### src/rtl/uart_tx_fifo_if.sv
// Write-side bus of the UART transmitter: byte strobe in, FIFO status out.
interface uart_tx_fifo_if #(
  parameter int DATA_BITS  = 8,
  parameter int FIFO_DEPTH = 16
);
  localparam int CW = $clog2(FIFO_DEPTH) + 1;

  logic                 wr_en;
  logic [DATA_BITS-1:0] wr_data;
  logic                 full;
  logic                 empty;
  logic [CW-1:0]        count;
  logic                 overflow;

  modport master (output wr_en, output wr_data,
                  input full, input empty, input count, input overflow);
  modport slave  (input wr_en, input wr_data,
                  output full, output empty, output count, output overflow);
endinterface

### src/rtl/uart_tx_fifo.sv
// UART transmitter with write FIFO, optional parity, 1/2 stop bits,
// CTS flow control and a WAKEUP pre-pulse after long idle periods.
//
// state | meaning
// IDLE  | line idle, waiting for data and CTS
// WAKE  | WAKEUP high, TxD high, radio waking up
// START | start bit (TxD=0)
// DATA  | data bits, LSB first
// PAR   | parity bit
// STOP  | stop bit(s), TxD=1
module uart_tx_fifo #(
  parameter int BAUD_DIV    = 434,
  parameter int DATA_BITS   = 8,
  parameter int FIFO_DEPTH  = 16,
  parameter int PARITY      = 0,
  parameter int STOP_BITS   = 1,
  parameter int WAKE_CYCLES = 1000,
  parameter int IDLE_WAKE   = 50000
) (
  input  logic            clock,
  input  logic            n_rst,
  uart_tx_fifo_if.slave   bus,
  input  logic            CTS_n,
  output logic            busy,
  output logic            TxD,
  output logic            RTS,
  output logic            WAKEUP
);
  localparam int PW = $clog2(FIFO_DEPTH);
  localparam int CW = PW + 1;
  localparam int BW = $clog2(BAUD_DIV);
  localparam int IW = $clog2(IDLE_WAKE + 2);
  localparam int WW = $clog2(WAKE_CYCLES + 2);

  localparam logic [BW-1:0] BAUD_LOAD = BW'(BAUD_DIV - 1);
  localparam logic [WW-1:0] WAKE_LOAD = WW'((WAKE_CYCLES > 0) ? WAKE_CYCLES - 1 : 0);
  localparam logic [IW-1:0] IDLE_LIM  = IW'(IDLE_WAKE);
  localparam logic [3:0]    DATA_LOAD = 4'(DATA_BITS - 1);
  localparam logic [3:0]    STOP_LOAD = 4'(STOP_BITS - 1);
  localparam logic          ODD       = (PARITY == 2);
  localparam logic          HAS_PAR   = (PARITY != 0);
  localparam logic          WAKE_EN   = (WAKE_CYCLES > 0);

  typedef enum logic [2:0] {IDLE, WAKE, START, DATA, PAR, STOP} state_t;

  state_t               state_q, state_d;
  logic [DATA_BITS-1:0] mem_q [FIFO_DEPTH];
  logic [PW-1:0]        wr_ptr_q, wr_ptr_d, rd_ptr_q, rd_ptr_d;
  logic [CW-1:0]        count_q, count_d;
  logic                 overflow_q, overflow_d;
  logic                 avail_q, avail_d;
  logic                 cts_meta_q, cts_sync_q;
  logic [BW-1:0]        baud_q, baud_d;
  logic [3:0]           bit_q, bit_d;
  logic [DATA_BITS-1:0] shift_q, shift_d;
  logic                 par_q, par_d;
  logic [WW-1:0]        wake_q, wake_d;
  logic [IW-1:0]        idle_q, idle_d;
  logic                 txd_q, txd_d;
  logic                 rts_q, rts_d;
  logic                 full_w, empty_w, wr_accept, pop, go, bit_end;

  assign full_w  = (count_q == CW'(FIFO_DEPTH));
  assign empty_w = (count_q == '0);

  // FIFO bookkeeping; a write into a full FIFO is dropped even when a pop
  // frees a slot in the same cycle. avail_q is a registered non-empty flag:
  // the FSM only looks at it at frame boundaries, so the one-cycle lag only
  // delays the first frame after idle.
  always_comb begin
    wr_accept  = bus.wr_en & ~full_w;
    overflow_d = bus.wr_en & full_w;
    wr_ptr_d   = wr_accept ? wr_ptr_q + PW'(1) : wr_ptr_q;
    rd_ptr_d   = pop ? rd_ptr_q + PW'(1) : rd_ptr_q;
    count_d    = count_q + CW'(wr_accept) - CW'(pop);
    avail_d    = ~empty_w;
    rts_d      = empty_w & (state_q == IDLE);
    if (state_q != IDLE)   idle_d = '0;
    else if (&idle_q)      idle_d = idle_q;
    else                   idle_d = idle_q + IW'(1);
  end

  // FSM next state, bit timing, pop and TxD value for the next cycle
  always_comb begin
    state_d = state_q;
    baud_d  = baud_q;
    bit_d   = bit_q;
    shift_d = shift_q;
    par_d   = par_q;
    wake_d  = wake_q;
    pop     = 1'b0;
    bit_end = (baud_q == '0);
    go      = avail_q & ~cts_sync_q;
    case (state_q)
      IDLE: if (go) begin
        pop    = 1'b1;
        baud_d = BAUD_LOAD;
        if (WAKE_EN && idle_q >= IDLE_LIM) begin
          state_d = WAKE;
          wake_d  = WAKE_LOAD;
        end else begin
          state_d = START;
        end
      end
      WAKE: if (wake_q == '0) begin
        state_d = START;
        baud_d  = BAUD_LOAD;
      end else begin
        wake_d = wake_q - WW'(1);
      end
      START: if (bit_end) begin
        state_d = DATA;
        baud_d  = BAUD_LOAD;
        bit_d   = DATA_LOAD;
      end else begin
        baud_d = baud_q - BW'(1);
      end
      DATA: if (bit_end) begin
        baud_d  = BAUD_LOAD;
        shift_d = shift_q >> 1;
        if (bit_q == '0) begin
          state_d = HAS_PAR ? PAR : STOP;
          bit_d   = STOP_LOAD;
        end else begin
          bit_d = bit_q - 4'd1;
        end
      end else begin
        baud_d = baud_q - BW'(1);
      end
      PAR: if (bit_end) begin
        state_d = STOP;
        baud_d  = BAUD_LOAD;
        bit_d   = STOP_LOAD;
      end else begin
        baud_d = baud_q - BW'(1);
      end
      STOP: if (bit_end) begin
        baud_d = BAUD_LOAD;
        if (bit_q != '0) begin
          bit_d = bit_q - 4'd1;
        end else if (go) begin
          state_d = START;
          pop     = 1'b1;
        end else begin
          state_d = IDLE;
        end
      end else begin
        baud_d = baud_q - BW'(1);
      end
      default: state_d = IDLE;
    endcase
    if (pop) begin
      shift_d = mem_q[rd_ptr_q];
      par_d   = (^mem_q[rd_ptr_q]) ^ ODD;
    end
    case (state_d)
      START:   txd_d = 1'b0;
      DATA:    txd_d = shift_d[0];
      PAR:     txd_d = par_d;
      default: txd_d = 1'b1;
    endcase
  end

  // FIFO storage, no reset needed
  always_ff @(posedge clock) begin
    if (wr_accept) mem_q[wr_ptr_q] <= bus.wr_data;
  end

  // State registers; reset aborts any frame in progress
  always_ff @(posedge clock or negedge n_rst) begin
    if (!n_rst) begin
      state_q    <= IDLE;
      wr_ptr_q   <= '0;
      rd_ptr_q   <= '0;
      count_q    <= '0;
      overflow_q <= 1'b0;
      avail_q    <= 1'b0;
      cts_meta_q <= 1'b1;
      cts_sync_q <= 1'b1;
      baud_q     <= '0;
      bit_q      <= '0;
      shift_q    <= '0;
      par_q      <= 1'b0;
      wake_q     <= '0;
      idle_q     <= '1;
      txd_q      <= 1'b1;
      rts_q      <= 1'b1;
    end else begin
      state_q    <= state_d;
      wr_ptr_q   <= wr_ptr_d;
      rd_ptr_q   <= rd_ptr_d;
      count_q    <= count_d;
      overflow_q <= overflow_d;
      avail_q    <= avail_d;
      cts_meta_q <= CTS_n;
      cts_sync_q <= cts_meta_q;
      baud_q     <= baud_d;
      bit_q      <= bit_d;
      shift_q    <= shift_d;
      par_q      <= par_d;
      wake_q     <= wake_d;
      idle_q     <= idle_d;
      txd_q      <= txd_d;
      rts_q      <= rts_d;
    end
  end

  assign bus.full     = full_w;
  assign bus.empty    = empty_w;
  assign bus.count    = count_q;
  assign bus.overflow = overflow_q;
  assign busy         = (state_q != IDLE);
  assign WAKEUP       = (state_q == WAKE);
  assign TxD          = txd_q;
  assign RTS          = rts_q;
endmodule

### src/flat_wrapper.sv
// flat-port wrapper written by rule: the top's interface ports become plain ports
module uart_tx_fifo_flat 
#(
  parameter int BAUD_DIV    = 434,
  parameter int DATA_BITS   = 8,
  parameter int FIFO_DEPTH  = 16,
  parameter int PARITY      = 0,
  parameter int STOP_BITS   = 1,
  parameter int WAKE_CYCLES = 1000,
  parameter int IDLE_WAKE   = 50000
)
  (clock, n_rst, CTS_n, busy, TxD, RTS, WAKEUP, bus_wr_en, bus_wr_data, bus_full, bus_empty, bus_count, bus_overflow);
  uart_tx_fifo_if #(.DATA_BITS(DATA_BITS), .FIFO_DEPTH(FIFO_DEPTH)) bus_i ();
  input  logic clock;
  input  logic n_rst;
  input  logic CTS_n;
  output logic busy;
  output logic TxD;
  output logic RTS;
  output logic WAKEUP;
  input wire logic [$bits(bus_i.wr_en)-1:0] bus_wr_en;
  input wire logic [$bits(bus_i.wr_data)-1:0] bus_wr_data;
  output wire logic [$bits(bus_i.full)-1:0] bus_full;
  output wire logic [$bits(bus_i.empty)-1:0] bus_empty;
  output wire logic [$bits(bus_i.count)-1:0] bus_count;
  output wire logic [$bits(bus_i.overflow)-1:0] bus_overflow;
  assign bus_i.wr_en = bus_wr_en;
  assign bus_i.wr_data = bus_wr_data;
  assign bus_full = bus_i.full;
  assign bus_empty = bus_i.empty;
  assign bus_count = bus_i.count;
  assign bus_overflow = bus_i.overflow;
  uart_tx_fifo #(.BAUD_DIV(BAUD_DIV), .DATA_BITS(DATA_BITS), .FIFO_DEPTH(FIFO_DEPTH), .PARITY(PARITY), .STOP_BITS(STOP_BITS), .WAKE_CYCLES(WAKE_CYCLES), .IDLE_WAKE(IDLE_WAKE)) u_core (.clock(clock), .n_rst(n_rst), .bus(bus_i), .CTS_n(CTS_n), .busy(busy), .TxD(TxD), .RTS(RTS), .WAKEUP(WAKEUP));
endmodule
### config.mk
export PLATFORM = sky130hd
export DESIGN_NAME = uart_tx_fifo_flat
export DESIGN_NICKNAME = d
export VERILOG_FILES = /design/src/rtl/uart_tx_fifo_if.sv /design/src/rtl/uart_tx_fifo.sv /design/src/flat_wrapper.sv
export SDC_FILE = /design/constraint.sdc
export NUM_CORES = 1
export LEC_CHECK = 0
export ABC_AREA = 0
export BUFFER_PORTS_ARGS = -buffer_cell sky130_fd_sc_hd__buf_2
export CORE_ASPECT_RATIO = 1.2
export CORE_MARGIN = 1
export CORE_UTILIZATION = 50
export CTS_CLUSTER_DIAMETER = 50
export CTS_CLUSTER_SIZE = 40
export DETAILED_ROUTE_END_ITERATION = 8
export HOLD_SLACK_MARGIN = 0.12
export PLACE_DENSITY = 0.71
export RECOVER_POWER = 100
export SLEW_MARGIN = 5
export SYNTH_ARGS = -nofsm -noshare
export SYNTH_HDL_FRONTEND = slang
export SYNTH_SLANG_ARGS = --single-unit
### constraint.sdc
create_clock -name clock -period 8.7 [get_ports clock]
set_input_delay 2.61 -clock clock [delete_from_list [all_inputs] [get_ports clock]]
set_output_delay 2.61 -clock clock [all_outputs]
set_load 0.02 [all_outputs]
# == Yosys cells after proc, flatten, opt, wreduce, memory -nomap -nowiden ==
# Memory sizes are Yosys's and may differ from the RTL's.
# Cells that the tools add are included.
# word_totals
regBits,70
latchBits,0
ramBits,128
mem_bits_ro,0
input_bits,12
out_inout_bits,12
word_cells,111
memories,1
# mem_list
name,words,width,rd,rd_ports_with_merged_regs,write_ports,line_no,text
u_core.mem_q,16,8,1,0,1,uart_tx_fifo.sv:47,logic [DATA_BITS-1:0] mem_q [FIFO_DEPTH];
# op_classes
add_sub_neg,8
n_mul,0
n_div,0
magnitude_cmp,1
eq_ne,19
shift,0
mux,39
bitwise_logic,7
n_reduce_logical,19
# op_table
op,count
$mux W16,2
$mux W10,3
$mux W9,3
$pmux W9 S3,1
$mux W3,8
$mux W4,6
$mux W8,3
$pmux W10 S2,1
$pmux W3 S6,1
$add A16 B1 Y16 const B,1
$ge A16 B16 Y1 const B,1
$pmux W4 S4,1
$reduce_and A16 Y1,1
$ne A2 B1 Y1 const B,7
$eq A3 B2 Y1 const B,4
$logic_not A10 Y1,1
$sub A10 B1 Y10 const B,1
$eq A3 B3 Y1 const B,3
$logic_not A9 Y1,1
$sub A9 B1 Y9 const B,1
$add A4 B1 Y4 const B,2
$reduce_bool A4 Y1,2
$reduce_xor A8 Y1,1
$mux W1,6
other kinds (21),32

# == Longest topological paths before layout ==
# Gate-level depths: netlist of the first run.
# depth
word_depth,8
mapped_depth,17
mapped_depth_nobuf,17

# == Worst setup path after synthesis of the first run ==
# Ideal clock, no wire load.
# synth_timing
path_kind,input port to flip-flop
startpoint,in bus_wr_en
endpoint,"mem u_core.mem_q[4][0], enable pin"
setup_time_ns,0.383
arrival_time_ns,3.740
t_required_ns,8.317
setup_slack_ns,4.577
stages,4
n_path_buf,1
cell_sequence,nor2b_1 -> clkbuf_1 -> nand2_1 -> nor3_1
# synth_via
elab_chain_cells,3
# synth_rtl
item,line_no,text
"start, declared",flat_wrapper.sv:21,input wire logic [$bits(bus_i.wr_en)-1:0] bus_wr_en;
$and A1 B1 Y1,uart_tx_fifo.sv:71,wr_accept = bus.wr_en & ~full_w;
named net u_core.wr_accept,uart_tx_fifo.sv:61,"logic full_w, empty_w, wr_accept, pop, go, bit_end;"
$mux W1,uart_tx_fifo.sv:166,if (wr_accept) mem_q[wr_ptr_q] <= bus.wr_data;
$mux W1 (implied by the code),uart_tx_fifo.sv:166,
"end, declared",uart_tx_fifo.sv:47,
# The timed path passes the listed nets, and every way through them passes these cells.

# == Worst setup path in the final report of the first run ==
# layout_timing
startpoint,reg u_core.state_q[1]
endpoint,out busy
# layout_via
elab_chain_cells,1
# layout_rtl
item,line_no,text
"start, declared",uart_tx_fifo.sv:46,"state_t state_q, state_d;"
"start signal, assigned",uart_tx_fifo.sv:189,state_q <= state_d;
$reduce_bool A3 Y1,uart_tx_fifo.sv:212,assign busy = (state_q != IDLE);
"end, declared",flat_wrapper.sv:17,output logic busy;
# No other way between the ends.

==> results of run 1 <==
metal layers:
| layer | vias to the layer above | track usage | routed length (um) |
|---|---|---|---|
| li1 | 2284 | - | - |
| met1 | 2484 | 0.250 | 6690 |
| met2 | 156 | 0.358 | 9100 |
| met3 | 32 | 0.0398 | 777 |
| met4 | 0 | 0.0896 | 430 |
| met5 | - | 0 | 0 |
Yosys cell counts (2+ instances only):
cell type,number,share of area
clkbuf_1,10,0.0043
xnor2_2,2,0.0037
a21o_1,4,0.0035
buf_12,2,0.0046
o21ai_0,19,0.011
xor2_1,13,0.013
nor4_2,2,0.0029
nand3_1,10,0.0058
nor2b_1,5,0.0036
mux2i_1,4,0.0046
nand4_1,4,0.0029
nand3b_1,5,0.0043
and3_1,2,0.0014
mux4_1,5,0.015
mux4_2,25,0.065
buf_2,6,0.0035
a31oi_1,4,0.0029
edfxtp_1,128,0.44
mux2_2,4,0.0052
o21a_1,2,0.0017
a22o_1,2,0.0020
nand2b_1,6,0.0043
nor4_1,6,0.0043
ha_1,18,0.026
nand2_1,42,0.018
xnor2_1,22,0.022
a21oi_1,21,0.012
and3b_1,2,0.0020
nor3_1,14,0.0081
nor3b_1,4,0.0035
o22ai_1,4,0.0029
dfstp_2,20,0.061
nor2_1,52,0.022
o31a_1,2,0.0020
dfrtp_1,50,0.14
and2_1,13,0.0094
o21ai_1,2,0.0012
a221o_1,7,0.0081
a22oi_1,11,0.0095
inv_1,29,0.013
flip-flops by register name, indices dropped and copies added, names as in the netlist:
name,flops
u_core.avail_q,1
u_core.state_q,3
u_core.shift_q,8
u_core.wr_ptr_q,4
u_core.cts_sync_q,1
u_core.baud_q,9
u_core.bus.overflow,1
u_core.cts_meta_q,1
u_core.mem_q,128
u_core.wake_q,10
u_core.bus.count,5
u_core.par_q,1
u_core.bit_q,4
u_core.rd_ptr_q,4
u_core.RTS,1
u_core.TxD,1
u_core.idle_q,16
worst reg2reg max path, stage by stage (launching register included):
cell and delay [ns]:
dfrtp_2 0.35, clkbuf_1 1.95, mux4_1 0.80, a22oi_1 0.37, nand2_1 0.11, xor2_1 0.20, xnor3_2 0.46, xnor2_1 0.15
o21ai_0 0.08
cell families (layout without fill, tap and decap cells):
logic type / Yosys count / in the layout
fa+ha+maj: 19 / 19
compound gates: 85 / 85
flops: 198 / 198
buf+inv: 49 / 88
simple gates: 175 / 175
mux: 38 / 38
xor+xnor: 38 / 38
power by group through the flow:
stage / registers [mW] / logic (mW) / clock network [mW]
6_report: 1.24 / 0.839 / 0.749
5_1_grt: 1.25 / 0.922 / 0.800
4_1_cts: 1.24 / 0.852 / 0.764
3_5_place_dp: 1.25 / 0.848 / 0
3_3_place_gp: 1.25 / 0.815 / 0
2_1_floorplan: 1.23 / 0.688 / 0
stage by stage:
step,hold slack [ns],power [mW],worst slack (ns),utilization,area [um^2]
global placement,0.351,2.06,3.93,0.530,8970
finish,0.367,2.83,3.90,0.559,9460
global route,0.374,2.97,3.67,0.559,9460
floorplan,0.345,1.92,4.58,-,8680
detailed placement,0.358,2.10,3.85,0.530,8970
CTS,0.371,2.85,4.25,0.563,9530
how the worst min path moves through the flow:
stage | from | to | slack, ns | depth (start not counted)
after floorplan | u_core.cts_meta_q | u_core.cts_sync_q | 0.35 | 0
after global placement | u_core.cts_meta_q | u_core.cts_sync_q | 0.35 | 0
after detailed placement | u_core.cts_meta_q | u_core.cts_sync_q | 0.36 | 0
after CTS | u_core.cts_meta_q | u_core.cts_sync_q | 0.37 | 0
after global routing | u_core.cts_meta_q | u_core.cts_sync_q | 0.37 | 0
final | u_core.cts_meta_q | u_core.cts_sync_q | 0.37 | 0
area by class of cell:
class	count	area, um^2
Tap cell	216	270
Multi-Input combinational cell	355	2790
Clock inverter	13	125
Fill cell	1374	7450
Inverter	29	109
Clock buffer	19	433
Sequential cell	198	5620
Timing Repair Buffer	27	113
==> results.tsv, run 1 <==
stage	metric	value	unit
yosys	muxShareOfSynthArea	0.0898	
floorplanning	die_w	122	um
timing	finalMaxSlewViolations	38	
power_and_ir_drop	clock_power_share	0.265	
yosys	yosysWarnings	0	
drt	finalWirelength	17000	um
final_layout	final_nets	659	
timing	tightest_slew	2.76	ns
power_and_ir_drop	pwr-share-seq	0.438	
floorplanning	initial_core_util	0.513	
setup_path	cp_top_family	buffers and inverters	
timing	final_hold_viol_count	0	
timing	skew	0.0123	ns
timing	period_needed	4.80	ns
clock_tree	cts_tree	yes	
setup_path	startpoint_type	flop	
final_layout	layout-drive-gt1-share	0.142	
yosys	synth-async-reset-ratio	0.354	
run	cap_viol_max_count	1	
clock_tree	cts_resized	0	
yosys	synth_compound_area_frac	0.0653	
power_and_ir_drop	switching_share	0.321	
yosys	ys_seq_area_frac	0.647	
power_and_ir_drop	p_comb_frac	0.297	
timing	period_share	0.552	
global_route	antenna_found_initial	0	
clock_tree	cts_buffer_depth	2	
final_layout	antenna_cells	0	
setup_path	path_cells	nor3_1 -> inv_1 -> clkbuf_1 -> clkbuf_1	
global_route	grtUsageTotal	0.207	
placement	dp_cells	825	
yosys	synth_top_family_by_area	simple AND/OR/NAND/NOR gates	
setup_path	regToRegEndpoint	u_core.par_q	
floorplanning	rows	52	
yosys	synth-main-ff-cell	edfxtp_1	
setup_path	cpPeakStageDelay	0.72	ns
drt	dr_total_vias	4956	
global_route	grt.overflow.total	0	
yosys	ys_types	59	
floorplanning	core_area	16900	um^2
power_and_ir_drop	ir_drop	160	uV
setup_path	critPathArrivalTime	2.19	ns
power_and_ir_drop	p_switching	0.907	mW
clock_tree	clkSlewWorstSetupHoldPaths	0.07	ns
clock_tree	cts_buffers	17	
drt	dr.pass1.iters	5	
floorplanning	dieArea	17900	um^2
placement	io_buffers	23	
setup_path	path_class	flop to output port	
setup_path	worst_ep_required_time	6.09	ns
floorplanning	die_y	146	um
clock_tree	cts_hold_buf	0	
setup_path	endpoint_kind	output port	
power_and_ir_drop	leakagePower	3.43	nW
placement	place_congestion	0.855	
outcome	violations	capacitance limit, slew limit	
timing	tns	0	ns
setup_path	r2r_slack	4.10	ns
yosys	synth_area	8680	um^2
clock_tree	h-tree-depth	4	
timing	fmax	208	MHz
setup_path	critPathMaxFanout	22	
power_and_ir_drop	p_int	1.92	mW
outcome	status	finished, violations left	
floorplanning	io_pins	24	
global_route	grt_pass1_vias	5079	
clock_tree	cts_root_buffer	clkbuf_16	
yosys	syn_nets	633	
yosys	synth_seq_cells	198	
hold_path	holdCritPathClass	flop to flop	
setup_path	cp-endpoint	busy	
setup_path	slowest_stage	clkbuf_1	
yosys	syn_area_per_cell	14.4	um^2
setup_path	path_depth	4	
setup_path	reg2reg_depth	8	
setup_path	critPathBufInv	3	
clock_tree	worstSkewPairLatency	0.44	ns
global_route	grt_max_degree	71	
drt	drc	0	
yosys	synth_edf_count	128	
power_and_ir_drop	powerDensity	299	nW/um^2
drt	postRouteAntennaNets	0	
final_layout	final_cells	857	
placement	dpl.hpwl	11600	um
clock_tree	post_cts_buffers	0	
setup_path	timing.rr.start	u_core.rd_ptr_q[0]	
global_route	grt_pass1_wl	27200	um
timing	rsz0062_at_grt	false	
drt	drt-initial-drc-count	351	
setup_path	critPathLaunch	u_core.state_q[1]	
timing	setup_viol	0	
yosys	syn_inst	602	
final_layout	synthToLayoutAreaGrowth	9.02	%
final_layout	final_common_cell	edfxtp_1	
setup_path	cp_common_cell	clkbuf_1	
drt	viasPerCell	5.78	
timing	slew_headroom	-0.841	
yosys	synthSimpleGateAreaFrac	0.100	
yosys	synth_xor_area_frac	0.0418	
drt	wire_per_inst	19.8	um
clock_tree	cts.sinks	198	
yosys	synthAdderAreaFrac	0.0283	
final_layout	final_cell_mix	edfxtp_1, nor2_1, dfrtp_1	
No activity file was read; power rests on OpenSTA's default activity.
==> run 2, diff against run 1 <==
--- a/config.mk
+++ b/config.mk
@@ -14,7 +14,7 @@
 export CTS_CLUSTER_SIZE = 40
 export DETAILED_ROUTE_END_ITERATION = 8
 export HOLD_SLACK_MARGIN = 0.12
-export PLACE_DENSITY = 0.71
+export PLACE_DENSITY = 0.74
 export RECOVER_POWER = 100
 export SLEW_MARGIN = 5
 export SYNTH_ARGS = -nofsm -noshare
==> constraint.sdc (replaced) <==
create_clock -name clock -period 4.3 [get_ports clock]
set_input_delay 1.29 -clock clock [delete_from_list [all_inputs] [get_ports clock]]
set_output_delay 1.29 -clock clock [all_outputs]
set_load 0.02 [all_outputs]
==> run 2 against run 1 <==
  * The flow still finishes with violations (capacitance limit, slew limit)
  * Register-to-register slack worse by 3.1 ns
  * Routed wire length decreased by 4.8%
  * First-iteration DRC count decreased by 17%
  * Critical path type is now flop to flop
  * Critical endpoint is now u_core.bus.count[4]
==> results.tsv, run 2 (synthesized netlist as in run 1, its figures left out) <==
stage	metric	value	unit	change
drt	postRouteAntennaNets	0		unchanged
global_route	grtUsageTotal	0.197		was 0.207
final_layout	largest_register	u_core.mem_q		unchanged
timing	setup_viol	0		unchanged
clock_tree	cts_hold_buf	0		unchanged
power_and_ir_drop	pwr-share-seq	0.439		was 0.438
timing	final_hold_viol_count	0		unchanged
final_layout	postLayoutCellArea	9520	um^2	was 9460 um^2
setup_path	reg2reg_depth	14		was 8
setup_path	endpoint_kind	flop		was output port
placement	place_congestion	0.801		was 0.855
setup_path	critPathLaunch	u_core.state_q[1]		unchanged
timing	tightest_slew	1.68	ns	was 2.76 ns
drt	drc	0		unchanged
clock_tree	cts_buffer_depth	2		unchanged
final_layout	top_regs	u_core.mem_q (128), u_core.idle_q (16), u_core.wake_q (10)		unchanged
setup_path	worst_ep_required_time	4.62	ns	was 6.09 ns
global_route	grt_max_degree	42		was 71
outcome	violations	capacitance limit, slew limit		unchanged
clock_tree	cts_root_buffer	clkbuf_16		unchanged
clock_tree	worstSkewPairLatency	0.43	ns	was 0.44 ns
global_route	grt_pass1_vias	5106		was 5,079
setup_path	cp_common_cell	inv_1		was clkbuf_1
outcome	status	finished, violations left		unchanged
final_layout	final_cells	862		was 857
power_and_ir_drop	p_switching	1.85	mW	was 0.907 mW
final_layout	synthToLayoutAreaGrowth	9.61	%	was 9.02%
setup_path	critPathArrivalTime	3.64	ns	was 2.19 ns
clock_tree	h-tree-depth	4		unchanged
floorplanning	dieArea	17900	um^2	unchanged
final_layout	final_common_cell	edfxtp_1		unchanged
final_layout	largest_reg_flops	128		unchanged
floorplanning	die_y	146	um	unchanged
final_layout	multi_input_area	2800	um^2	was 2790 um^2
drt	drt-initial-drc-count	293		was 351
drt	wire_per_inst	18.8	um	was 19.8 um
placement	dp_slack	0.895	ns	was 3.85 ns
final_layout	regArea	5620	um^2	about the same
final_layout	final_cell_mix	edfxtp_1, nor2_1, dfrtp_1		unchanged
floorplanning	io_pins	24		unchanged
setup_path	cp-endpoint	u_core.bus.count[4]		was busy
power_and_ir_drop	leakagePower	3.44	nW	was 3.43 nW
power_and_ir_drop	ir_drop	390	uV	was 160 uV
floorplanning	rows	52		unchanged
final_layout	layout-drive-gt1-share	0.146		was 0.142
placement	post_dp_cell_area	9030	um^2	was 8970 um^2
global_route	antenna_found_initial	0		unchanged
drt	viasPerCell	5.72		was 5.78
setup_path	regToRegEndpoint	u_core.bus.count[4]		was u_core.par_q
run	cap_viol_max_count	1		unchanged
global_route	grt_pass1_wl	26400	um	was 27,200 um
hold_path	holdCritPathClass	flop to flop		unchanged
timing	timing.final.ws_setup	0.976	ns	was 3.90 ns
power_and_ir_drop	power	5.73	mW	was 2.83 mW
timing	fmax	301	MHz	
timing	rsz0062_at_grt	false		unchanged
drt	dr.pass1.iters	4		was 5
clock_tree	clkSlewWorstSetupHoldPaths	0.08	ns	was 0.07 ns
clock_tree	cts_buffers	17		unchanged
final_layout	antenna_cells	0		unchanged
floorplanning	die_w	122	um	unchanged
final_layout	final_util	0.563		was 0.559
power_and_ir_drop	switching_share	0.322		was 0.321
setup_path	startpoint_type	flop		unchanged
timing	tns	0	ns	unchanged
hold_path	holdCritStartpoint	u_core.cts_meta_q		unchanged
power_and_ir_drop	clock_power_share	0.265		about the same
timing	skew	0.00942	ns	was 0.0123 ns
placement	dp_cells	830		was 825
power_and_ir_drop	powerDensity	603	nW/um^2	was 299 nW/um^2
floorplanning	core_area	16900	um^2	unchanged
timing	period_needed	3.32	ns	
placement	io_buffers	23		unchanged
clock_tree	cts.sinks	198		unchanged
timing	slew_headroom	-0.117		was -0.841
timing	hold_slack	0.362	ns	was 0.367 ns
final_layout	fillerInstances	1325		was 1,374
setup_path	cpPeakStageDelay	0.49	ns	was 0.72 ns
setup_path	r2r_slack	0.98	ns	was 4.10 ns
placement	dpl.hpwl	10900	um	was 11,600 um
setup_path	path_class	flop to flop		was flop to output port
power_and_ir_drop	p_int	3.89	mW	was 1.92 mW
setup_path	path_cells	nor3_1 -> inv_1 -> a21o_1 -> inv_1 -> ha_1 -> inv_1 -> ha_1 -> inv_1 -> fa_1 -> inv_1 -> a21oi_1 -> nor2_1 -> nor2_1 -> xnor2_1		was nor3_1 -> inv_1 -> clkbuf_1 -> clkbuf_1
clock_tree	cts_tree	yes		unchanged
clock_tree	post_cts_buffers	0		unchanged
drt	finalWirelength	16200	um	was 17,000 um
clock_tree	cts_resized	0		unchanged
setup_path	slowest_stage	dfrtp_1		was clkbuf_1
final_layout	final_nets	664		was 659
global_route	grt.overflow.total	0		unchanged
setup_path	timing.rr.start	u_core.state_q[1]		was u_core.rd_ptr_q[0]
power_and_ir_drop	p_comb_frac	0.296		was 0.297
timing	period_share	0.773		
floorplanning	initial_core_util	0.513		unchanged
timing	finalMaxSlewViolations	31		was 38
drt	dr_total_vias	4930		was 4,956
setup_path	critPathMaxFanout	22		unchanged
-- run 2: cell types whose count changed in the layout (fill, tap and decap cells not counted), moves of 3 or more --
cell and change:
clkinvlp_4 +3, clkinv_4 +3, inv_6 -4, clkbuf_1 +3
-- run 2: how the worst min path moves through the flow --
stage | end | depth (start not counted) | slack (ns)
finish | u_core.cts_sync_q | 0 | 0.36
global route | u_core.cts_sync_q | 0 | 0.38
CTS | u_core.cts_sync_q | 0 | 0.37
detailed placement | u_core.cts_sync_q | 0 | 0.36
global placement | u_core.cts_sync_q | 0 | 0.35
floorplan | u_core.cts_sync_q | 0 | 0.35
-- run 2: power groups by stage --
stage / logic (mW) / clock network [mW] / registers (mW)
after floorplan: 1.39 / 0 / 2.49
after global placement: 1.68 / 0 / 2.53
after detailed placement: 1.74 / 0 / 2.55
after CTS: 1.74 / 1.54 / 2.52
after global routing: 1.88 / 1.62 / 2.55
final: 1.70 / 1.52 / 2.52
-- run 2: per-layer routing --
layer | vias up | routed length [um] | global-route usage | part of all wire
met5 | - | 0 | 0 | 0
met3 | 23 | 552 | 0.0453 | 0.034
li1 | 2302 | - | - | -
met2 | 89 | 8380 | 0.330 | 0.52
met1 | 2516 | 6950 | 0.250 | 0.43
met4 | 0 | 309 | 0.0671 | 0.019
-- run 2: cell type report --
type | instances | share of cell area
clock buffer | 18 | 0.0451
clock inverter | 14 | 0.0146
inverter | 29 | 0.0114
multi-input combinational | 355 | 0.294
sequential | 198 | 0.591
tap | 216 | 0.0284
timing repair buffer | 32 | 0.0155
-- run 2: worst max-delay path: cells and delay by family (launching register included) --
kind	cells	cell delay [ns]
compound gates	2	0.48
xor+xnor	1	0.11
fa+ha+maj	3	0.80
buf+inv	5	0.82
flops	1	0.49
simple gates	3	0.51
